==> config.mk <==
export PLATFORM = sky130hd
export DESIGN_NAME = branch_resolve_unit
export DESIGN_NICKNAME = d
export VERILOG_FILES = /design/src/rtl/branch_pkg.sv /design/src/rtl/branch_cond_eval.sv /design/src/rtl/branch_resolve_unit.sv
export SDC_FILE = /design/constraint.sdc
export NUM_CORES = 1
export LEC_CHECK = 0
export CELL_PAD_IN_SITES_DETAIL_PLACEMENT = 1
export CELL_PAD_IN_SITES_GLOBAL_PLACEMENT = 2
export CORE_MARGIN = 2
export CORE_UTILIZATION = 29
export CTS_CLUSTER_DIAMETER = 150
export DETAILED_ROUTE_END_ITERATION = 8
export MAX_ROUTING_LAYER = met4
export PLACE_DENSITY = 0.81
export SYNTH_ARGS = -nofsm -noshare
export SYNTH_HDL_FRONTEND = slang
export SYNTH_SLANG_ARGS = --single-unit
==> constraint.sdc <==
create_clock -name clk -period 21.6 [get_ports clk]
set_input_delay 2.16 -clock clk [delete_from_list [all_inputs] [get_ports clk]]
set_output_delay 2.16 -clock clk [all_outputs]
set_load 0.02 [all_outputs]
==> src/rtl/branch_pkg.sv <==
// Shared types and saturating-counter helpers for the branch resolve unit.
// Pure definitions; no timing or flow control.
package branch_pkg;

    typedef enum logic [2:0] {
        BEQ  = 3'b000,
        BNE  = 3'b001,
        BLT  = 3'b100,
        BGE  = 3'b101,
        BLTU = 3'b110,
        BGEU = 3'b111
    } br_funct3_e;

    // Widest counter supported; callers pass their real width in 'bits'.
    localparam int CTR_MAX_BITS = 8;
    typedef logic [CTR_MAX_BITS-1:0] ctr_t;

    function automatic ctr_t ctr_sat_inc(input ctr_t c, input int bits);
        ctr_t max_v;
        max_v = ctr_t'((64'd1 << bits) - 64'd1);
        return (c == max_v) ? c : c + ctr_t'(1);
    endfunction

    function automatic ctr_t ctr_sat_dec(input ctr_t c, input int bits);
        return (c == '0) ? c : c - ctr_t'(1);
    endfunction

endpackage

==> src/rtl/branch_cond_eval.sv <==
// Evaluates a conditional-branch funct3 on raw operands; flags reserved codes.
// Combinational, zero latency; no flow control.
module branch_cond_eval
    import branch_pkg::*;
#(
    parameter int XLEN = 32
) (
    input  logic [2:0]      funct3,
    input  logic [XLEN-1:0] rs1,
    input  logic [XLEN-1:0] rs2,
    output logic            take,
    output logic            illegal
);

    logic eq;
    logic lt_s;
    logic lt_u;

    assign eq   = (rs1 == rs2);
    assign lt_s = ($signed(rs1) < $signed(rs2));
    assign lt_u = (rs1 < rs2);

    always_comb begin
        take    = 1'b0;
        illegal = 1'b0;
        case (funct3)
            BEQ:     take = eq;
            BNE:     take = ~eq;
            BLT:     take = lt_s;
            BGE:     take = ~lt_s;
            BLTU:    take = lt_u;
            BGEU:    take = ~lt_u;
            default: illegal = 1'b1;
        endcase
    end

endmodule

==> src/rtl/branch_resolve_unit.sv <==
// Branch resolution with a PC-indexed saturating-counter BHT; fetch lookup is combinational.
// Results register one cycle after the resolve slot; no backpressure, one branch per cycle.
module branch_resolve_unit
    import branch_pkg::*;
#(
    parameter int XLEN        = 32,
    parameter int BHT_ENTRIES = 64,
    parameter int CTR_BITS    = 2,
    parameter int CTR_INIT    = 1
) (
    input  logic            clk,
    input  logic            rst,
    input  logic [XLEN-1:0] pred_pc,
    output logic            pred_taken,
    input  logic            res_valid,
    input  logic            res_is_branch,
    input  logic [2:0]      res_funct3,
    input  logic [XLEN-1:0] res_rs1,
    input  logic [XLEN-1:0] res_rs2,
    input  logic [XLEN-1:0] res_pc,
    input  logic [XLEN-1:0] res_target,
    input  logic            res_pred_taken,
    input  logic            flush,
    output logic            out_valid,
    output logic            take_branch,
    output logic            mispredict,
    output logic [XLEN-1:0] redirect_pc,
    output logic            illegal_br,
    output logic [31:0]     stat_branches,
    output logic [31:0]     stat_mispred
);

    localparam int                  IDX_W    = $clog2(BHT_ENTRIES);
    localparam logic [CTR_BITS-1:0] CTR_RST  = CTR_BITS'(CTR_INIT);
    localparam logic [31:0]         STAT_MAX = 32'hFFFF_FFFF;

    logic [CTR_BITS-1:0] bht [BHT_ENTRIES];

    logic [IDX_W-1:0]    pred_idx;
    logic [IDX_W-1:0]    res_idx;
    logic                cond_take;
    logic                cond_illegal;
    logic                act;
    logic                legal;
    logic                mis_c;
    logic [XLEN-1:0]     next_pc;
    ctr_t                ctr_ext;
    ctr_t                ctr_nxt_w;
    logic [CTR_BITS-1:0] ctr_nxt;
    logic                unused_bits;

    assign pred_idx   = pred_pc[IDX_W+1:2];
    assign res_idx    = res_pc[IDX_W+1:2];
    // Read-before-write: a same-cycle update to this index is not bypassed.
    assign pred_taken = bht[pred_idx][CTR_BITS-1];

    branch_cond_eval #(.XLEN(XLEN)) u_cond (
        .funct3  (res_funct3),
        .rs1     (res_rs1),
        .rs2     (res_rs2),
        .take    (cond_take),
        .illegal (cond_illegal)
    );

    assign act     = res_valid & res_is_branch & ~flush;
    assign legal   = act & ~cond_illegal;
    assign mis_c   = legal & (cond_take != res_pred_taken);
    assign next_pc = res_pc + XLEN'(4);

    assign ctr_ext   = ctr_t'(bht[res_idx]);
    assign ctr_nxt_w = cond_take ? ctr_sat_inc(ctr_ext, CTR_BITS) : ctr_sat_dec(ctr_ext, CTR_BITS);
    assign ctr_nxt   = ctr_nxt_w[CTR_BITS-1:0];

    assign unused_bits = ^{pred_pc[XLEN-1:IDX_W+2], pred_pc[1:0], ctr_nxt_w[CTR_MAX_BITS-1:CTR_BITS]};

    always_ff @(posedge clk or posedge rst) begin
        if (rst) begin
            for (int i = 0; i < BHT_ENTRIES; i++) begin
                bht[i] <= CTR_RST;
            end
            out_valid     <= 1'b0;
            take_branch   <= 1'b0;
            mispredict    <= 1'b0;
            illegal_br    <= 1'b0;
            redirect_pc   <= '0;
            stat_branches <= '0;
            stat_mispred  <= '0;
        end else begin
            out_valid   <= act;
            take_branch <= act & cond_take;
            mispredict  <= mis_c;
            illegal_br  <= act & cond_illegal;
            if (act) begin
                redirect_pc <= cond_take ? res_target : next_pc;
            end
            if (legal) begin
                bht[res_idx] <= ctr_nxt;
                if (stat_branches != STAT_MAX) begin
                    stat_branches <= stat_branches + 32'd1;
                end
                if (mis_c && (stat_mispred != STAT_MAX)) begin
                    stat_mispred <= stat_mispred + 32'd1;
                end
            end
        end
    end

endmodule
Word level (Yosys, flattened, before mapping)
Index checks and enable logic that the tools add are counted.
{"block": "classes", "mux": 15, "n_bitwise": 12, "eq_ne": 10, "n_reduce_logical": 7, "n_lt_le_gt_ge": 5, "n_addsub": 5}
{"op": "128-bit bitwise mux", "n": 1}
{"op": "32-bit by 1-bit adder with 32-bit output (second input constant)", "n": 2}
{"op": "32-bit < comparator", "n": 2}
{"op": "32-bit inequality test (second input constant)", "n": 2}
{"op": "32-bit by 3-bit adder with 32-bit output (second input constant)", "n": 1}
{"op": "32-bit == test", "n": 1}
{"op": "32-bit 2-to-1 mux", "n": 1}
{"op": "2-bit binary-select mux with 6-bit select", "n": 2}
{"op": "2-bit 2-to-1 mux", "n": 8}
{"op": "7-bit >= comparator (second input constant)", "n": 2}
{"op": "6-bit inverter with 7-bit output", "n": 2}
{"op": "2-bit demux with 6-bit select", "n": 1}
{"op": "3-bit == test (second input constant)", "n": 4}
{"op": "8-bit zero test", "n": 1}
{"op": "7-bit by 1-bit < comparator with 1-bit output (second input constant)", "n": 1}
{"op": "1-bit AND", "n": 6}
{"op": "1-bit case mux with 6 select lines", "n": 1}
{"op": "6-bit OR reduction", "n": 1}
{"op": "1-bit inverter", "n": 4}
{"op": "2-bit AND reduction", "n": 2}
{"op": "3-bit by 1-bit == test with 1-bit output (second input constant)", "n": 1}
{"op": "3-bit zero test", "n": 1}
{"op": "2-bit by 1-bit adder with 2-bit output (second input constant)", "n": 1}
{"op": "2-bit == test (second input constant)", "n": 1}
{"op": "4 further kinds", "n": 5}
{"block": "word_totals", "inputBits": 169, "elab_cells": 125, "ff_bits": 228, "out_inout_bits": 101}

Logic depth before layout (Yosys ltp)
Gate-level depths: netlist of run 1.
{"block": "depth", "word_depth": 8, "ltp_mapped": 13, "depth_no_buf": 11}

Cells and area by module
Synthesis of run 1 repeated with hierarchy kept, for this count alone.
{"block": "hier_totals", "cells_unflattened": 1290, "hier_area_um2": 12418.2}
{"mod": "branch_resolve_unit", "cells_per_inst": 1169, "area_each_um2": 11547.3, "seq_area_each_um2": 5785.5, "instances": 1}
{"mod": "branch_cond_eval", "cells_per_inst": 121, "area_each_um2": 870.8, "seq_area_each_um2": 0.0, "instances": 1}

Least setup slack after synthesis of run 1
No wires, ideal clock.
{"block": "synth_timing", "kind": "input to output", "from": "input port pred_pc[2]", "to": "output port pred_taken", "cell_stages": 5, "setup_slack_ns": 14.799, "arrival_time_ns": 4.641, "required_time_ns": 19.440, "n_path_buf": 2, "cell_sequence": "clkbuf_1 buf_1 mux4_2 mux4_2 mux4_2"}
{"block": "synth_between", "elab_chain_len": 4}
{"element": "start, declared", "line": "branch_resolve_unit.sv:13", "text": "input logic [XLEN-1:0] pred_pc,"}
{"element": "6-bit inverter with 7-bit output (not written as such)", "line": "branch_resolve_unit.sv:55", "text": "assign pred_taken = bht[pred_idx][CTR_BITS-1];"}
{"element": "2-bit binary-select mux with 6-bit select", "line": "branch_resolve_unit.sv:55"}
{"element": "2-bit 2-to-1 mux (not written as such) (2 in a row)", "line": "branch_resolve_unit.sv:55"}
{"element": "end, declared", "line": "branch_resolve_unit.sv:14", "text": "output logic pred_taken,"}
No other way between the ends. The select of a mux whose other input is x is not followed.

Final worst setup path of run 1
{"block": "layout_timing", "from": "input port pred_pc[3]", "to": "output port pred_taken"}
The elaborated chain is that of the path after synthesis.

==> impl_metrics.csv, run 1 <==
group,metric,value,unit
power,cell_area_power_density,71.8,mW/mm2
global_route,overflow,0,
yosys,ys_ff_latch,228,
place,place.port_buffers,243,
hold_path,path_category_of_the_worst_min_delay_check,"flip-flop to flip-flop",
cells_and_area,top_library_cells_by_usage_in_the_layout_fill_and_taps_aside,"nand2_1 (284), clkdlybuf4s50_1 (241), o21ai_0 (171), dfrtp_1 (164), dfstp_2 (64)",
route,dr.pass1.iters,5,
cts,cts_made_buffers,29,
cts,cts_buffer_depth,3,
timing,tightest_slew,1250,ps
cts,tritoncts,"done",
critical_path,cpMaxStageDelayCell,"clkdlybuf4s50_1",
run,drv_cap,0,
cts,cts_hold_bufs,0,
timing,achievable-frequency,133,MHz
cells_and_area,final_core_util,38.7,%
route,drt-total-wl,43500,um
timing,finalClockSkew,13.5,ps
floorplanning,fp.dieArea,0.0445,mm2
critical_path,critPathMostFrequentCell,"mux4_2",
critical_path,path_max_fanout,16,
global_route,grt_first_pass_wirelength,67200,um
global_route,globalRouteTotalUtil,20.0,%
critical_path,critical_path_type,"input port to output port",
yosys,number_of_enable_type_register_cells_in_the_synthesized_netlist,0,
timing,timing.final.ws_setup,14080,ps
cts,clk_latency,550,ps
timing,period_minus_slack,7520,ps
power,vdd_drop_max,34.1,uV
cts,clock_tree.htree_level_count,1,
yosys,synthCells,1326,
route,dr_vias,10852,
place,placement.setup.worst_slack,14120,ps
timing,final_report_hold_violation_count,0,
cells_and_area,drive_above_1_share,11.4,%
cells_and_area,mostFrequentLayoutCell,"nand2_1",
floorplanning,fp-row-count,75,
floorplanning,core,0.0421,mm2
yosys,synth_cell_type_count,58,
critical_path,combined_buffer_and_inverter_count_along_the_critical_path,2,
timing,rsz_0062_raised_after_global_routing,"no",
floorplanning,floorplan.die.height,211,um
critical_path,crit_path_end_kind,"output port",
yosys,yosysTopAreaCell,"dfrtp_1",
cts,postCtsResizedCells,0,
critical_path,critical_path.cell_chain,"clkdlybuf4s50_1 > mux4_2 > mux4_2 > mux4_2 > clkdlybuf4s50_1",
critical_path,timing.critical_path.slowest_cell_delay,1120,ps
yosys,syn_area,0.0124,mm2
yosys,postSynthAreaPerCell,9.37,um2
cells_and_area,area_growth,31.3,%
timing,max-slew-margin-rel,16.5,%
critical_path,required,19440,ps
critical_path,cp.arrival,5360,ps
timing,setup-violations-final,0,
yosys,seq_area_frac_synth,46.6,%
cells_and_area,number_of_antenna_diodes,0,
cts,post-cts-setup-buffers,0,
global_route,antenna_found_initial,0,
route,post_drt_wl_per_cell,20.6,um
cells_and_area,stdcell_count,2114,
yosys,postSynth.asyncResetShare,100,%
power,static-leakage-power,0.00663,uW
yosys,synth_top_flop_cell,"dfrtp_1",
yosys,synth_top_area_share,33.0,%
status,outcome,"finished, final reports clean",
global_route,grt_max_degree,104,
floorplanning,floorplan.io_pins,270,
global_route,number_of_global_route_vias_before_repair,11402,
critical_path,kind_of_start_point_of_the_critical_path,"input port",
timing,timing.final.crit_share,34.8,%
place,place.detailed.hpwl,31100,um
timing,fin_setup_tns,0,ps
route,final_antenna_net_count,0,
floorplanning,initial_core_util,29.5,%
floorplanning,fp.dieW,211,um
cts,clockRootBuffer,"clkbuf_16",
route,drt_drc_violations_left,0,
yosys,synth_area_leaders,"dfrtp_1 (33%), dfstp_2 (14%), nand2_1 (8.6%), o21ai_0 (6.9%), mux4_2 (4.5%)",
yosys,synth-warning-count,0,
cts,clk_transition_reported_paths,50,ps
timing,drv_slew,0,
critical_path,cpLargestDelayFamily,"buffers and inverters",
yosys,synth.net_count,1530,
route,detail_route.iter0.violations,556,
route,route.detailed.vias_per_inst,5.13,
place,place_inst,2061,
cells_and_area,design.final.nets,1757,
place,routabilityCongestion,0.871,
cts,clock_net_sink_count,228,
==> worst paths after layout <==
path                                      startpoint                           end  slack [ps]  cells past startpoint
worst min register to register  bht[100]$_DFFE_PP1P_          bht[100]$_DFFE_PP1P_         470                      2
worst max-delay path                      pred_pc[3]                    pred_taken       14080                      5
worst min-delay path            bht[100]$_DFFE_PP1P_          bht[100]$_DFFE_PP1P_         470                      2
max in group asynchronous                        rst  stat_branches[0]$_DFFE_PP0P_       18090                      3
min in group asynchronous                        rst  stat_mispred[31]$_DFFE_PP0P_        2160                      2
worst max register to register    bht[8]$_DFFE_PP1P_           bht[47]$_DFFE_PP0P_       18550                      8
==> metal layers <==
metal	track usage, %	wire [um]
met5	-	0
met4	4.01	715
met3	4.10	3030
met2	33.7	21000
met1	24.9	18700
==> cell usage after synthesis, types with 7 or more instances <==
master / instances
mux2_2: 13
o21ai_0: 171
inv_1: 43
buf_2: 11
a21oi_1: 48
dfstp_2: 64
nand2_1: 284
and3_1: 27
nand3_1: 50
a221oi_1: 15
nor3_1: 16
nand4_1: 27
xnor2_1: 61
a22oi_1: 13
xor2_1: 29
nor2_1: 62
mux4_2: 25
dfrtp_1: 164
mux2i_1: 22
ha_1: 35
and2_1: 15
clkbuf_1: 29
buf_4: 7
nor2b_1: 7
buf_1: 7
o21ai_1: 8
==> power breakdown <==
part           total (uW)  switching (uW)  internal [uW]
logic                 211             118           93.2
registers             481            22.2            459
clock network         479             190            289
total                1170             330            841
==> kinds of logic after synthesis <==
group                      share of synthesized area (%)
muxes                                               7.59
DFF                                                 46.6
buffers and inverters                               3.77
adders and majority gates                           3.71
xor gates and xnor gates                            6.48
AOI/OAI and AO/OA                                   12.9
and+or+nand+nor                                     19.0
==> per-stage QoR <==
step	hold WS, ps	power, uW	instance area [um2]
5_1_grt	482	1230	16300
6_report	470	1170	16300
3_5_place_dp	465	702	15400
4_1_cts	473	1190	16300
2_1_floorplan	442	592	12400
3_3_place_gp	453	696	15400
==> worst min-delay path: cells and delay by family, from the launching register on <==
family             cells  cell delay [ps]
AOI/OAI and AO/OA      1               50
and+or+nand+nor        1               50
DFF                    1              360
==> flip-flops by register name, indices dropped and copies added, names as in the netlist <==
signal and flops:
bht 128, redirect_pc 32, illegal_br 1, stat_mispred 32
stat_branches 32, take_branch 1, out_valid 1, mispredict 1
==> area by class of cell <==
class / count / area, um2
Fill cell: 4822 / 25800
Multi-Input combinational cell: 992 / 6180
Sequential cell: 228 / 5790
Timing Repair Buffer: 259 / 2540
Clock buffer: 44 / 872
Tap cell: 539 / 674
Inverter: 43 / 169
Clock inverter: 9 / 78.8
(Power assumes the default switching activity.)
==> inputs of run 2 (changes only) <==
- CORE_UTILIZATION: 29 -> 28
- clock period: 21.6 -> 6.2 ns (I/O delays scaled with it)
==> run 2 against run 1 <==
Against the previous run: register-to-register slack worse by 15000 ps; combinational power grew to 3.5 times the previous value; clock power grew to 3.4 times the previous value; clock-buffer cell count is 3 lower; non-clock buffer count is 6 higher; largest power group unchanged; global-route usage is 0.79 points lower.
==> impl_metrics.csv, run 2 (synthesis gave the netlist of run 1 again) <==
group,metric,value,unit
timing,timing.final.crit_share,73.8,%
cts,tritoncts,"done",
cts,postCtsResizedCells,0,
global_route,antenna_found_initial,2,
critical_path,worst-path-stages,5,
critical_path,reg2reg_setup_slack,3120,ps
timing,period_minus_slack,4570,ps
power,vdd_drop_max,174,uV
critical_path,critical_path.cell_chain,"clkdlybuf4s50_1 > mux4_2 > mux4_2 > mux4_2 > clkdlybuf4s50_1",
floorplanning,fp.dieArea,0.0461,mm2
floorplanning,floorplan.io_pins,270,
cells_and_area,drive_above_1_share,11.5,%
timing,tightest_slew,1210,ps
cells_and_area,top_library_cells_by_usage_in_the_layout_fill_and_taps_aside,"nand2_1 (284), clkdlybuf4s50_1 (241), o21ai_0 (171), dfrtp_1 (164), dfstp_2 (64)",
cts,cts_made_buffers,27,
critical_path,critical_path_type,"input port to output port",
floorplanning,fp-row-count,77,
critical_path,critPathMostFrequentCell,"mux4_2",
global_route,overflow,0,
cells_and_area,largest_register_ff_count,128,
route,dr_vias,10887,
floorplanning,fp.dieW,215,um
critical_path,path_max_fanout,16,
cells_and_area,mostFrequentLayoutCell,"nand2_1",
cts,cts_buffer_depth,3,
timing,finalClockSkew,17.5,ps
critical_path,cp.arrival,3950,ps
cells_and_area,layout_fillers,5042,
cts,clockRootBuffer,"clkbuf_16",
place,place.detailed.hpwl,31300,um
timing,final_report_hold_violation_count,0,
timing,timing.final.ws_setup,1630,ps
floorplanning,core,0.0440,mm2
critical_path,cpLargestDelayFamily,"buffers and inverters",
place,routabilityCongestion,0.868,
critical_path,required,5580,ps
route,drt-total-wl,43600,um
global_route,groute.layer.met1.usage,25.1,%
cells_and_area,area_growth,32.2,%
route,route.detailed.vias_per_inst,5.01,
status,outcome,"finished, final reports clean",
cts,clock_net_sink_count,228,
route,final_antenna_net_count,0,
timing,max-slew-margin-rel,19.3,%
place,place.port_buffers,243,
power,cell_area_power_density,248,mW/mm2
critical_path,crit_path_end_kind,"output port",
cells_and_area,design.final.nets,1761,
timing,setup-violations-final,0,
global_route,globalRouteTotalUtil,19.2,%
global_route,grt.busiest_layer,"met2",
cells_and_area,multi_input_comb_area,0.00618,mm2
global_route,number_of_global_route_vias_before_repair,11327,
critical_path,reg2regPathDepth,10,
critical_path,combined_buffer_and_inverter_count_along_the_critical_path,2,
cts,cts_hold_bufs,0,
floorplanning,floorplan.die.height,215,um
timing,drv_slew,0,
timing,achievable-frequency,219,MHz
route,drt_drc_violations_left,0,
global_route,groute.layer.met3.usage,3.48,%
route,dr.pass1.iters,5,
cts,clk_latency,550,ps
route,detail_route.iter0.violations,583,
timing,rsz_0062_raised_after_global_routing,"no",
critical_path,kind_of_start_point_of_the_critical_path,"input port",
hold_path,worst_hold_path.num_cells,2,
route,post_drt_wl_per_cell,20.1,um
global_route,grt_first_pass_wirelength,67900,um
hold_path,path_category_of_the_worst_min_delay_check,"flip-flop to flip-flop",
critical_path,timing.critical_path.slowest_cell_delay,1210,ps
global_route,fraction_of_met2_tracks_used_by_global_routing,31.0,%
cts,post-cts-setup-buffers,0,
critical_path,r2r-start,"stat_mispred[12]$_DFFE_PP0P_",
floorplanning,initial_core_util,28.2,%
place,placement.setup.worst_slack,1120,ps
hold_path,timing.hold.worst.start,"bht[98]$_DFFE_PP1P_",
cells_and_area,area.sequential,0.00579,mm2
place,dpl-instance-area,0.0155,mm2
critical_path,timing.critical_path.from,"pred_pc[3]",
cells_and_area,final_cell_area,0.0164,mm2
cts,clk_transition_reported_paths,60,ps
timing,fin_setup_tns,0,ps
cells_and_area,top_reg_by_flops,"bht",
global_route,grt_max_degree,146,
run,drv_cap,0,
cts,clock_tree.htree_level_count,1,
critical_path,cpMaxStageDelayCell,"clkdlybuf4s50_1",
power,static-leakage-power,0.00666,uW
[run 2: changes by cell type in the layout (fill, tap and decap cells not counted)]
| cell | previous run | this run |
|---|---|---|
| clkbuf_16 | 29 | 27 |
| clkbuf_1 | 6 | 7 |
| clkinv_4 | 1 | 0 |
| clkinvlp_4 | 2 | 1 |
| bufinv_16 | 1 | 3 |
| clkbuf_8 | 9 | 7 |
| buf_12 | 0 | 3 |
| inv_6 | 0 | 1 |
| buf_4 | 16 | 19 |
| diode_2 | 0 | 2 |
| inv_8 | 1 | 0 |
[run 2: worst register-to-register path, stage by stage, from the launching register on]
cell,delay [ps]
dfrtp_1,450
and3_1,240
and3_1,200
and2_1,180
nand3_1,170
nor4_1,90
or3_1,320
mux2i_2,750
buf_4,300
nand4_1,130
xnor2_1,150
[run 2: final timing paths]
check	endpoint
worst min-delay path	bht[98]$_DFFE_PP1P_
worst max-delay path	pred_taken
max in group asynchronous	bht[93]$_DFFE_PP0P_
worst min register to register	bht[98]$_DFFE_PP1P_
worst max register to register	stat_mispred[16]$_DFFE_PP0P_
min in group asynchronous	bht[79]$_DFFE_PP0P_
[run 2: per-stage QoR]
stage / cells / power (uW) / utilization [%] / hold WS (ps)
after floorplan: 1326 / 2060 / - / 442
after global placement: 2120 / 2430 / 35.2 / 452
after detailed placement: 2120 / 2460 / 35.2 / 457
after CTS: 2170 / 4140 / 37.3 / 465
after global routing: 2172 / 4260 / 37.3 / 490
final: 2172 / 4080 / 37.3 / 465
[run 2: routing by layer]
metal  wire (um)  part of all wire (%)
met1       19800                    45
met5           0                     0
met4         833                   1.9
met3        2440                   5.6
met2       20500                    47
[run 2: layout make-up]
cell class	count	area share, %
multi-input cells	992	37.6
flip-flops and latches	228	35.2
repair buffers	265	16.0
clock buffers	41	4.86
well taps	592	4.51
inverters	43	1.01
clock inverters	9	0.754
diodes	2	0.0305
[run 2: report_power, final]
group	internal, uW	switching [uW]
clock	1010	644
sequential	1600	78.3
combinational	332	414
